===== src/rtl/uart_rx.sv =====
// UART receiver: 2-flop synchronizer, mid-bit sampling FSM, one-byte holding register.
// Optional even-parity bit enabled by defining UART_RX_PARITY_EN (default build is 8N1).
module uart_rx #(
    parameter int FREQ = 27000000,
    parameter int BAUD = 115200
) (
    input  logic       clk_i,
    input  logic       rst_i,
    input  logic       uart_rx_i,
    output logic [7:0] data_o,
    output logic       valid_o,
    input  logic       ready_i,
    output logic       frame_err_o,
    output logic       overrun_o,
    output logic       parity_err_o
);

    localparam int CPB = FREQ / BAUD;
    localparam int TW  = (CPB > 1) ? $clog2(CPB) : 1;
    localparam logic [TW-1:0] T_HALF = TW'(CPB / 2 - 1);
    localparam logic [TW-1:0] T_LAST = TW'(CPB - 1);

    generate
        if (CPB < 4) begin : g_cpb_check
            $error("uart_rx: FREQ/BAUD must be at least 4");
        end
    endgenerate

    typedef enum logic [2:0] {
        IDLE,
        START,
        DATA,
`ifdef UART_RX_PARITY_EN
        PARITY,
`endif
        STOP
    } state_t;

    state_t        state_reg, state_next;
    logic [1:0]    sync_reg;
    logic          rx_s;
    logic [TW-1:0] timer_reg, timer_next;
    logic [2:0]    idx_reg, idx_next;
    logic [7:0]    shift_reg, shift_next;
    logic [7:0]    data_reg, data_next;
    logic          valid_reg, valid_next;
    logic          fe_reg, fe_next;
    logic          ov_reg, ov_next;
    logic          pe_reg, pe_next;
    logic          armed_reg, armed_next;
    logic          deliver;
`ifdef UART_RX_PARITY_EN
    logic          par_bad_reg, par_bad_next;
`endif

    assign rx_s = sync_reg[1];

    always_ff @(posedge clk_i) begin
        if (rst_i) begin
            sync_reg  <= 2'b11;
            state_reg <= IDLE;
            timer_reg <= '0;
            idx_reg   <= '0;
            shift_reg <= '0;
            data_reg  <= '0;
            valid_reg <= 1'b0;
            fe_reg    <= 1'b0;
            ov_reg    <= 1'b0;
            pe_reg    <= 1'b0;
            armed_reg <= 1'b0;
        end else begin
            sync_reg  <= {sync_reg[0], uart_rx_i};
            state_reg <= state_next;
            timer_reg <= timer_next;
            idx_reg   <= idx_next;
            shift_reg <= shift_next;
            data_reg  <= data_next;
            valid_reg <= valid_next;
            fe_reg    <= fe_next;
            ov_reg    <= ov_next;
            pe_reg    <= pe_next;
            armed_reg <= armed_next;
        end
    end

`ifdef UART_RX_PARITY_EN
    always_ff @(posedge clk_i) begin
        if (rst_i) par_bad_reg <= 1'b0;
        else       par_bad_reg <= par_bad_next;
    end
`endif

    always_comb begin
        state_next = state_reg;
        timer_next = timer_reg;
        idx_next   = idx_reg;
        shift_next = shift_reg;
        data_next  = data_reg;
        valid_next = valid_reg;
        fe_next    = 1'b0;
        ov_next    = 1'b0;
        pe_next    = 1'b0;
        deliver    = 1'b0;
        // A start edge is only honoured once the line has been seen idle (break guard)
        armed_next = rx_s ? 1'b1 : armed_reg;
`ifdef UART_RX_PARITY_EN
        par_bad_next = par_bad_reg;
`endif
        if (valid_reg && ready_i)
            valid_next = 1'b0;

        case (state_reg)
            IDLE: begin
                if (!rx_s && armed_reg) begin
                    state_next = START;
                    timer_next = '0;
                end
            end
            START: begin
                if (timer_reg == T_HALF) begin
                    timer_next = '0;
                    idx_next   = '0;
                    state_next = rx_s ? IDLE : DATA;
                end else begin
                    timer_next = timer_reg + 1'b1;
                end
            end
            DATA: begin
                if (timer_reg == T_LAST) begin
                    timer_next          = '0;
                    shift_next[idx_reg] = rx_s;
                    idx_next            = idx_reg + 3'd1;
                    if (idx_reg == 3'd7) begin
`ifdef UART_RX_PARITY_EN
                        state_next = PARITY;
`else
                        state_next = STOP;
`endif
                    end
                end else begin
                    timer_next = timer_reg + 1'b1;
                end
            end
`ifdef UART_RX_PARITY_EN
            PARITY: begin
                if (timer_reg == T_LAST) begin
                    timer_next   = '0;
                    par_bad_next = ^{shift_reg, rx_s};
                    pe_next      = ^{shift_reg, rx_s};
                    state_next   = STOP;
                end else begin
                    timer_next = timer_reg + 1'b1;
                end
            end
`endif
            STOP: begin
                if (timer_reg == T_LAST) begin
                    timer_next = '0;
                    state_next = IDLE;
                    if (!rx_s) begin
                        fe_next    = 1'b1;
                        armed_next = 1'b0;
                    end else begin
`ifdef UART_RX_PARITY_EN
                        deliver = !par_bad_reg;
`else
                        deliver = 1'b1;
`endif
                    end
                end else begin
                    timer_next = timer_reg + 1'b1;
                end
            end
            default: state_next = IDLE;
        endcase

        // Holding register is free if empty or being drained this very cycle
        if (deliver) begin
            if (!valid_reg || ready_i) begin
                data_next  = shift_reg;
                valid_next = 1'b1;
            end else begin
                ov_next = 1'b1;
            end
        end
    end

    assign data_o       = data_reg;
    assign valid_o      = valid_reg;
    assign frame_err_o  = fe_reg;
    assign overrun_o    = ov_reg;
    assign parity_err_o = pe_reg;

endmodule


===== config.mk =====
export PLATFORM = sky130hd
export DESIGN_NAME = uart_rx
export DESIGN_NICKNAME = d
export VERILOG_FILES = /design/src/rtl/uart_rx.sv
export SDC_FILE = /design/constraint.sdc
export NUM_CORES = 1
export LEC_CHECK = 0
export CAP_MARGIN = 10
export CORE_ASPECT_RATIO = 0.5
export CORE_MARGIN = 2
export CORE_UTILIZATION = 50
export DETAILED_ROUTE_END_ITERATION = 7
export PLACE_DENSITY = 0.68
export SLEW_MARGIN = 30
export SYNTH_ARGS = -nofsm -noshare
export SYNTH_HDL_FRONTEND = slang
export SYNTH_SLANG_ARGS = --single-unit

===== constraint.sdc =====
create_clock -name clk_i -period 2.45 [get_ports clk_i]
set_input_delay 0.735 -clock clk_i [delete_from_list [all_inputs] [get_ports clk_i]]
set_output_delay 0.735 -clock clk_i [all_outputs]
set_load 0.01 [all_outputs]

## Yosys cells after proc, flatten, opt, wreduce, memory -nomap -nowiden

Index checks and enable logic that the tools add are counted.

- Muxes and demuxes: 29
- Eq/ne operators: 11
- Bitwise gates (word level): 3
- Add/sub/neg operators: 2
- Reduce and logical (&&, ||, !) cells: 17
- Magnitude comparators: 2

Operators with widths:

| kind | count |
|---|---|
| 2-to-1 mux 8 bit | 3 |
| case mux 8 bit (3 select lines) | 1 |
| 2-to-1 mux 3 bit | 7 |
| 2-to-1 mux 1 bit | 13 |
| case mux 3 bit (4 select lines) | 1 |
| != test 2 bit, second input constant | 5 |
| adder 8 x 1 -> 8 bit, second input constant | 1 |
| bitwise mux 8 bit | 1 |
| equality test 8 x 7 -> 1 bit, second input constant | 1 |
| equality test 8 bit, second input constant | 1 |
| equality test 3 x 2 -> 1 bit, second input constant | 2 |
| case mux 3 bit (2 select lines) | 1 |
| AND reduction 2 bit | 3 |
| AND reduction 5 bit | 1 |
| < comparator 3 x 4 -> 1 bit, second input constant | 1 |
| OR reduction 2 bit | 2 |
| adder 3 x 1 -> 3 bit, second input constant | 1 |
| demux 1 bit (select 3 bit) | 1 |
| equality test 3 x 1 -> 1 bit, second input constant | 1 |
| equality test 3 bit, second input constant | 1 |
| >= comparator 3 x 1 -> 1 bit, second input constant | 1 |
| logical AND 1 bit | 3 |
| logical NOT 3 bit | 1 |
| NOT 1 bit | 3 |
| 7 further kinds | 8 |

- Input bits: 4
- Output and inout bits: 12
- Logic and storage cells: 74
- Register bits after elaboration: 36

## Logic depth before layout (Yosys ltp)

Gate-level depths: netlist of run 1.

- Depth in word-level cells: 5
- Gate-level depth with buffers: 7
- Mapped depth without buffers: 6

## Least setup slack after synthesis of run 1

Ideal clock, no wire load.

- Kind: flip-flop to flip-flop
- From: reg timer_reg[0]
- To: reg timer_reg[3]
- Library setup time: 95 ps
- Buffers on the path: 0
- Data arrival time: 1521 ps
- Slack: 833 ps
- Stages on the path, launching flop included: 7
- Period minus slack after synthesis: 1617 ps
- Required time: 2355 ps
- Path through: dfxtp_1 -> inv_1 -> ha_1 -> nor3b_2 -> a211oi_4 -> o21ai_0 -> a221oi_1

- Longest elaborated chain between the ends: 3
- Elaborated cells on any way between the ends: 6
- Those cells by class: add/sub (1); eq/ne (2); mux (3)

RTL lines:

| element | RTL line | source |
|---|---|---|
| from (decl) | 42 | `logic [TW-1:0] timer_reg, timer_next;` |
| from (signal assigned) | 74 | `timer_reg <= timer_next;` |
| adder 8 x 1 -> 8 bit, or another cell as far along | 125, 141, 171 |  |
| 2-to-1 mux 8 bit (on tied branches) | 129, 157, 120 |  |
| case mux 8 bit (3 select lines) (*) | 112 | `case (state_reg)` |

Mark *: on every way between the ends. The rest lies on a longest branch, timed or not.
A chain may end at the register's enable or synchronous reset.

## Worst setup path in the final report of run 1

- From: in ready_i
- To: reg data_reg[3], in the netlist data_o[3]

- Longest elaborated chain between the ends: 2

RTL lines:

| element | RTL line | source |
|---|---|---|
| from (decl) | 12 | `input logic ready_i,` |
| logical OR 1 bit | 179 | `if (!valid_reg \|\| ready_i) begin` |
| AND reduction 2 bit (no source line) | -- |  |
| to (signal assigned) | 77 | `data_reg <= data_next;` |
| to (decl) | 45 | `logic [7:0] data_reg, data_next;` |

No other way between the ends.

==> results.ini, run 1 <==
[placement]
gp_congestion = 0.741
hpwl_mm = 2.70
port_buffers = 14
placed_area_um2 = 1880

[clock_tree]
cts_resized = 0
clk_latency_ps = 290
hold_buffers = 0
cts_tree = built
cts.sinks = 35
cts.clk_slew.worst_paths_ps = 80
postCtsSetupBuffers = 0
numCtsBuffers = 5
h-tree-depth = 2
cts_max_path_buffers = 2
cts-root-buf = clkbuf_8

[timing]
grt_setup_unrepaired = no
fin_crit_sh_pct = 80.4
finalCriticalPeriod_ps = 1970
slew_violations = 0
fin_skew_ps = 5.79
max_slew_margin_pct = 60.4
clock.fmax_mhz = 508
finalSetupViolCount = 0
worst_pin_slew_ps = 593
finalHoldViolations = 0
fin_tns_setup_ps = 0

[floorplan]
rows = 15
core_um2 = 3380
dieHeight_um = 45.8
die_area_um2 = 4010
start_util_pct = 51.7
ios = 16
die_w_um = 87.6

[yosys]
ys_ff_latch = 35
ys_types = 43
seq_area_frac_synth_pct = 40.1
synthFlopType = dfxtp_1
syn_nets = 212
async_reset_ff_share_pct = 0
synthCells = 203
syn_avg_cell_area_um2 = 8.60
synth_edf_count = 0
yosysWarnings = 0
synth_area_um2 = 1750

[global_route]
antenna_found_initial = 0
grt-ovfl-total = 0
grt_usage_pct = 22.1
grt_pass1_wl_mm = 6.61
grt_max_degree = 16
grt_pass1_vias = 1379

[drt]
drt-vias-per-instance = 5.96
wl_per_cell_um = 15.6
vias = 1527
drt_iter0_drc = 91
drc_errors = 0
drt.antenna.violating_nets = 0
totalWireLength_mm = 4.01
firstDrtPassIters = 4

[finish]
final_nets = 222
area_growth_pct = 14.2
num_antenna_cells = 0
nFillCells = 315
multi_input_area_um2 = 935
design_area_um2 = 1990
ff_latch_area_um2 = 701
drive_gt1_share_pct = 9.81

[pwr]
power_leakage_nw = 0.644
p_per_area_nw_per_um2 = 575
vdd_drop_max_v = 0.000398

[job]
drv_cap = 0

[setup_path]
cp.arrival_ps = 2190
required_ps = 2670
worstSetupPathType = in2reg
end_kind = flop
cp_max_fo = 8
cp-start-kind = input pin

[outcome]
outcome = completed

[min_path]
min-delay-path-class = reg2reg

[per-layer routing]
metal	track usage, %	up-vias	wire length (um)
met1	32.0	725	2050
met2	33.0	35	1770
met4	5.85	0	21
met5	0	-	0
met3	5.43	3	161
li1	-	764	-
[metrics by stage]
stage | utilization (%) | power [mW] | cells | hold slack (ps) | setup slack (ps)
2_1_floorplan | - | 0.623 | 203 | 389 | 833
4_1_cts | 59.0 | 1.16 | 256 | 411 | 526
5_1_grt | 59.0 | 1.19 | 256 | 423 | 366
6_report | 59.0 | 1.15 | 256 | 412 | 480
3_3_place_gp | 55.7 | 0.637 | 248 | 391 | 316
3_5_place_dp | 55.7 | 0.638 | 248 | 392 | 224
[cells in the final DEF (no fill, tap or decap), types with 2 or more instances in the layout]
master	netlist	layout
a31oi_1	3	3
ha_1	5	5
o21ai_0	16	16
o22ai_1	3	3
inv_1	8	8
or4_1	3	3
nor3b_2	3	3
nor2b_1	2	2
nand3_1	13	13
mux2i_1	8	8
buf_4	2	3
nand2_1	10	10
or4bb_1	2	2
or2_2	2	2
nand4_1	9	9
a21oi_1	21	21
clkbuf_8	0	5
clkdlybuf4s50_1	0	14
nor4_1	8	8
nor3_1	5	5
nor2_1	12	12
and4_1	2	2
dfxtp_1	35	35
[Yosys cell counts (3+ instances only)]
library cell	number	area [um2]
a21oi_1	21	105
nand2_1	10	37.5
o22ai_1	3	18.8
a31oi_1	3	18.8
mux2i_1	8	80.1
o21ai_0	16	80.1
nor2_1	12	45.0
nand3_1	13	65.1
buf_2	4	20.0
nor3_1	5	25.0
nor3b_2	3	37.5
nor4_1	8	50.1
clkbuf_1	6	22.5
or4_1	3	22.5
dfxtp_1	35	701
inv_1	8	30.0
nand4_1	9	56.3
ha_1	5	62.6
[area by class of cell]
cell class              instances  share of cell area (%)
well taps                      42                    2.64
flip-flops and latches         35                    35.2
repair buffers                 17                    8.16
inverters                       8                    1.51
clock buffers                   5                    3.45
multi-input cells             146                    46.9
clock inverters                 3                    2.20
[where the power goes]
group	internal, mW	switching, mW	leakage [nW]
sequential	0.573	0.00826	0.283
clock	0.303	0.218	0.0581
combinational	0.0161	0.0271	0.303
total	0.892	0.253	0.644
[worst paths after layout]
| path | startpoint | endpoint | slack, ps | cells after the start |
|---|---|---|---|---|
| setup / recovery | ready_i | data_o[3]$_SDFFE_PP0P_ | 480 | 5 |
| hold / removal | sync_reg[0]$_SDFF_PP1_ | sync_reg[1]$_SDFF_PP1_ | 410 | 1 |
| setup reg to reg | timer_reg[0]$_SDFFE_PP0P_ | idx_reg[0]$_SDFFE_PP0P_ | 520 | 5 |
| hold reg to reg | sync_reg[0]$_SDFF_PP1_ | sync_reg[1]$_SDFF_PP1_ | 410 | 1 |
[worst max-delay path: stages]
cell and delay, ps:
clkdlybuf4s50_1 450, nand2b_1 150, nor3b_2 520, nand3_1 170, a21oi_1 160
[cells by family after synthesis]
| group | Yosys count | synth area share [%] |
|---|---|---|
| AOI/OAI and AO/OA | 51 | 17.5 |
| adders and majority gates | 5 | 3.58 |
| buffers and inverters | 22 | 6.31 |
| DFF | 35 | 40.1 |
| muxes | 8 | 4.59 |
| other | 1 | 0.215 |
| and+or+nand+nor | 81 | 27.7 |
No activity file was read; power rests on OpenSTA's default activity.
==> run 2: changes to the inputs <==
clock period = 2 ns   (was 2.45 ns; I/O delays follow)
==> results.ini, run 2 (synthesized netlist as in run 1, its figures left out) <==
[timing]
fin_skew_ps = 5.37  ; was 5.79 ps
worst_slack_ps = 154  ; was 480 ps
fin_crit_sh_pct = 92.3
finalCriticalPeriod_ps = 1850
whs_ps = 410  ; was 412 ps
finalSetupViolCount = 0  ; unchanged
slew_violations = 0  ; unchanged
grt_setup_unrepaired = yes  ; was no
finalHoldViolations = 0  ; unchanged
clock.fmax_mhz = 542

[floorplan]
start_util_pct = 51.7  ; unchanged
dieHeight_um = 45.8  ; unchanged
die_w_um = 87.6  ; unchanged
ios = 16  ; unchanged
core_um2 = 3380  ; unchanged
rows = 15  ; unchanged
die_area_um2 = 4010  ; unchanged

[drt]
firstDrtPassIters = 4  ; unchanged
drt_iter0_drc = 106  ; was 91
drt-vias-per-instance = 5.98  ; was 5.96
vias = 1584  ; was 1,527
wl_per_cell_um = 14.9  ; was 15.6 um
drt.antenna.violating_nets = 0  ; unchanged
drc_errors = 0  ; unchanged
totalWireLength_mm = 3.95  ; was 4.01 mm

[clock_tree]
cts_resized = 0  ; unchanged
cts_tree = built  ; unchanged
h-tree-depth = 2  ; unchanged
postCtsSetupBuffers = 0  ; unchanged
cts_max_path_buffers = 2  ; unchanged
clk_latency_ps = 290  ; about the same
cts-root-buf = clkbuf_8  ; unchanged
cts.sinks = 35  ; unchanged
cts.clk_slew.worst_paths_ps = 70  ; was 80 ps
hold_buffers = 0  ; unchanged
numCtsBuffers = 5  ; unchanged

[finish]
multi_input_area_um2 = 948  ; was 935 um2
final_common_cell = dfxtp_1  ; unchanged
nFillCells = 282  ; was 315
final_nets = 231  ; was 222
area_growth_pct = 17.5  ; was 14.2%
num_antenna_cells = 0  ; unchanged
fin_util_pct = 60.7  ; was 59.0%
ff_latch_area_um2 = 701  ; unchanged
drive_gt1_share_pct = 13.9  ; was 9.81%
layout_common_cells = 35 x dfxtp_1, 21 x a21oi_1, 16 x o21ai_0  ; unchanged
fin_cells = 265  ; was 256

[setup_path]
cp-start-kind = flop  ; was input pin
end_kind = flop  ; unchanged
cp_max_fo = 7  ; was 8
rrSetupSlack_ps = 150  ; was 520 ps
worstSetupPathType = reg2reg  ; was in2reg
required_ps = 2180  ; was 2670 ps
cp.arrival_ps = 2030  ; was 2190 ps

[global_route]
grt_pass1_wl_mm = 6.48  ; was 6.61 mm
antenna_found_initial = 0  ; unchanged
grt_pass1_vias = 1396  ; was 1,379
grt_busiest_layer = met2  ; unchanged
grt-ovfl-total = 0  ; unchanged
gr-usage-met3_pct = 5.43  ; unchanged
grt_max_degree = 15  ; was 16
use_met1_pct = 29.4  ; was 32.0%
gr-usage-met2_pct = 33.0  ; unchanged
grt_usage_pct = 21.3  ; was 22.1%

[pwr]
power_leakage_nw = 0.672  ; was 0.644 nW
p_per_area_nw_per_um2 = 625  ; was 575 nW/um2
total_power_mw = 1.28  ; was 1.15 mW
vdd_drop_max_v = 0.000396  ; was 0.000398 V

[placement]
gp_congestion = 0.811  ; was 0.741
dpl.cell_count = 257  ; was 248
hpwl_mm = 2.78  ; was 2.70 mm
pre_cts_ws_ps = 46.9  ; was 224 ps
port_buffers = 14  ; unchanged

[job]
drv_cap = 0  ; unchanged

[min_path]
min-delay-path-class = reg2reg  ; unchanged

[outcome]
outcome = completed  ; unchanged

==> run 2: changes by cell type in the layout (fill, tap and decap cells not counted), sizes merged <==
cell,change
clkinv,-1
buf,+9
clkinvlp,+2
bufinv,-1
==> run 2: power by group <==
group | total, mW | switching (mW) | internal [mW]
Sequential | 0.711 | 0.00869 | 0.702
Combinational | 0.0628 | 0.0360 | 0.0269
Clock | 0.507 | 0.265 | 0.242
Total | 1.28 | 0.310 | 0.971
==> run 2: routing by layer <==
layer	up-vias	share of wire (%)	routed length, um
met1	742	48	1910
li1	789	-	-
met2	46	44	1750
met5	-	0	0
met4	0	0.96	38
met3	7	6.4	251
==> run 2: through the flow <==
stage                     TNS (ps)  cell area, um2
after detailed placement         0            1950
after floorplan                  0            1750
final                            0            2050
after global placement           0            1950
after CTS                        0            2040
after global routing         -77.6            2050
==> run 2: worst max-delay path: stages, from the launching register on <==
cell,delay (ps)
dfxtp_1,430
ha_1,230
nand4_1,310
nor4_1,490
mux2i_1,230
nor2_1,50
==> run 2: path summary, 6_finish.rpt <==
path                                                 from                         to  cells past startpoint
worst max register to register  timer_reg[0]$_SDFFE_PP0P_  shift_reg[5]$_SDFFE_PP0P_                      5
worst max-delay path            timer_reg[0]$_SDFFE_PP0P_  shift_reg[5]$_SDFFE_PP0P_                      5
worst min-delay path               sync_reg[0]$_SDFF_PP1_     sync_reg[1]$_SDFF_PP1_                      1
worst min register to register     sync_reg[0]$_SDFF_PP1_     sync_reg[1]$_SDFF_PP1_                      1
==> run 2: final cells by class <==
type	count	area share (%)
timing repair buffer	26	11.2
clock buffer	5	3.36
clock inverter	3	0.976
sequential	35	34.2
inverter	8	1.46
tap	42	2.56
multi-input combinational	146	46.2
==> run 3: changes to the inputs <==
CAP_MARGIN = default   (was 10)
==> results of run 3 <==
No change in the layout: final DEF, timing and power equal those of run 2.
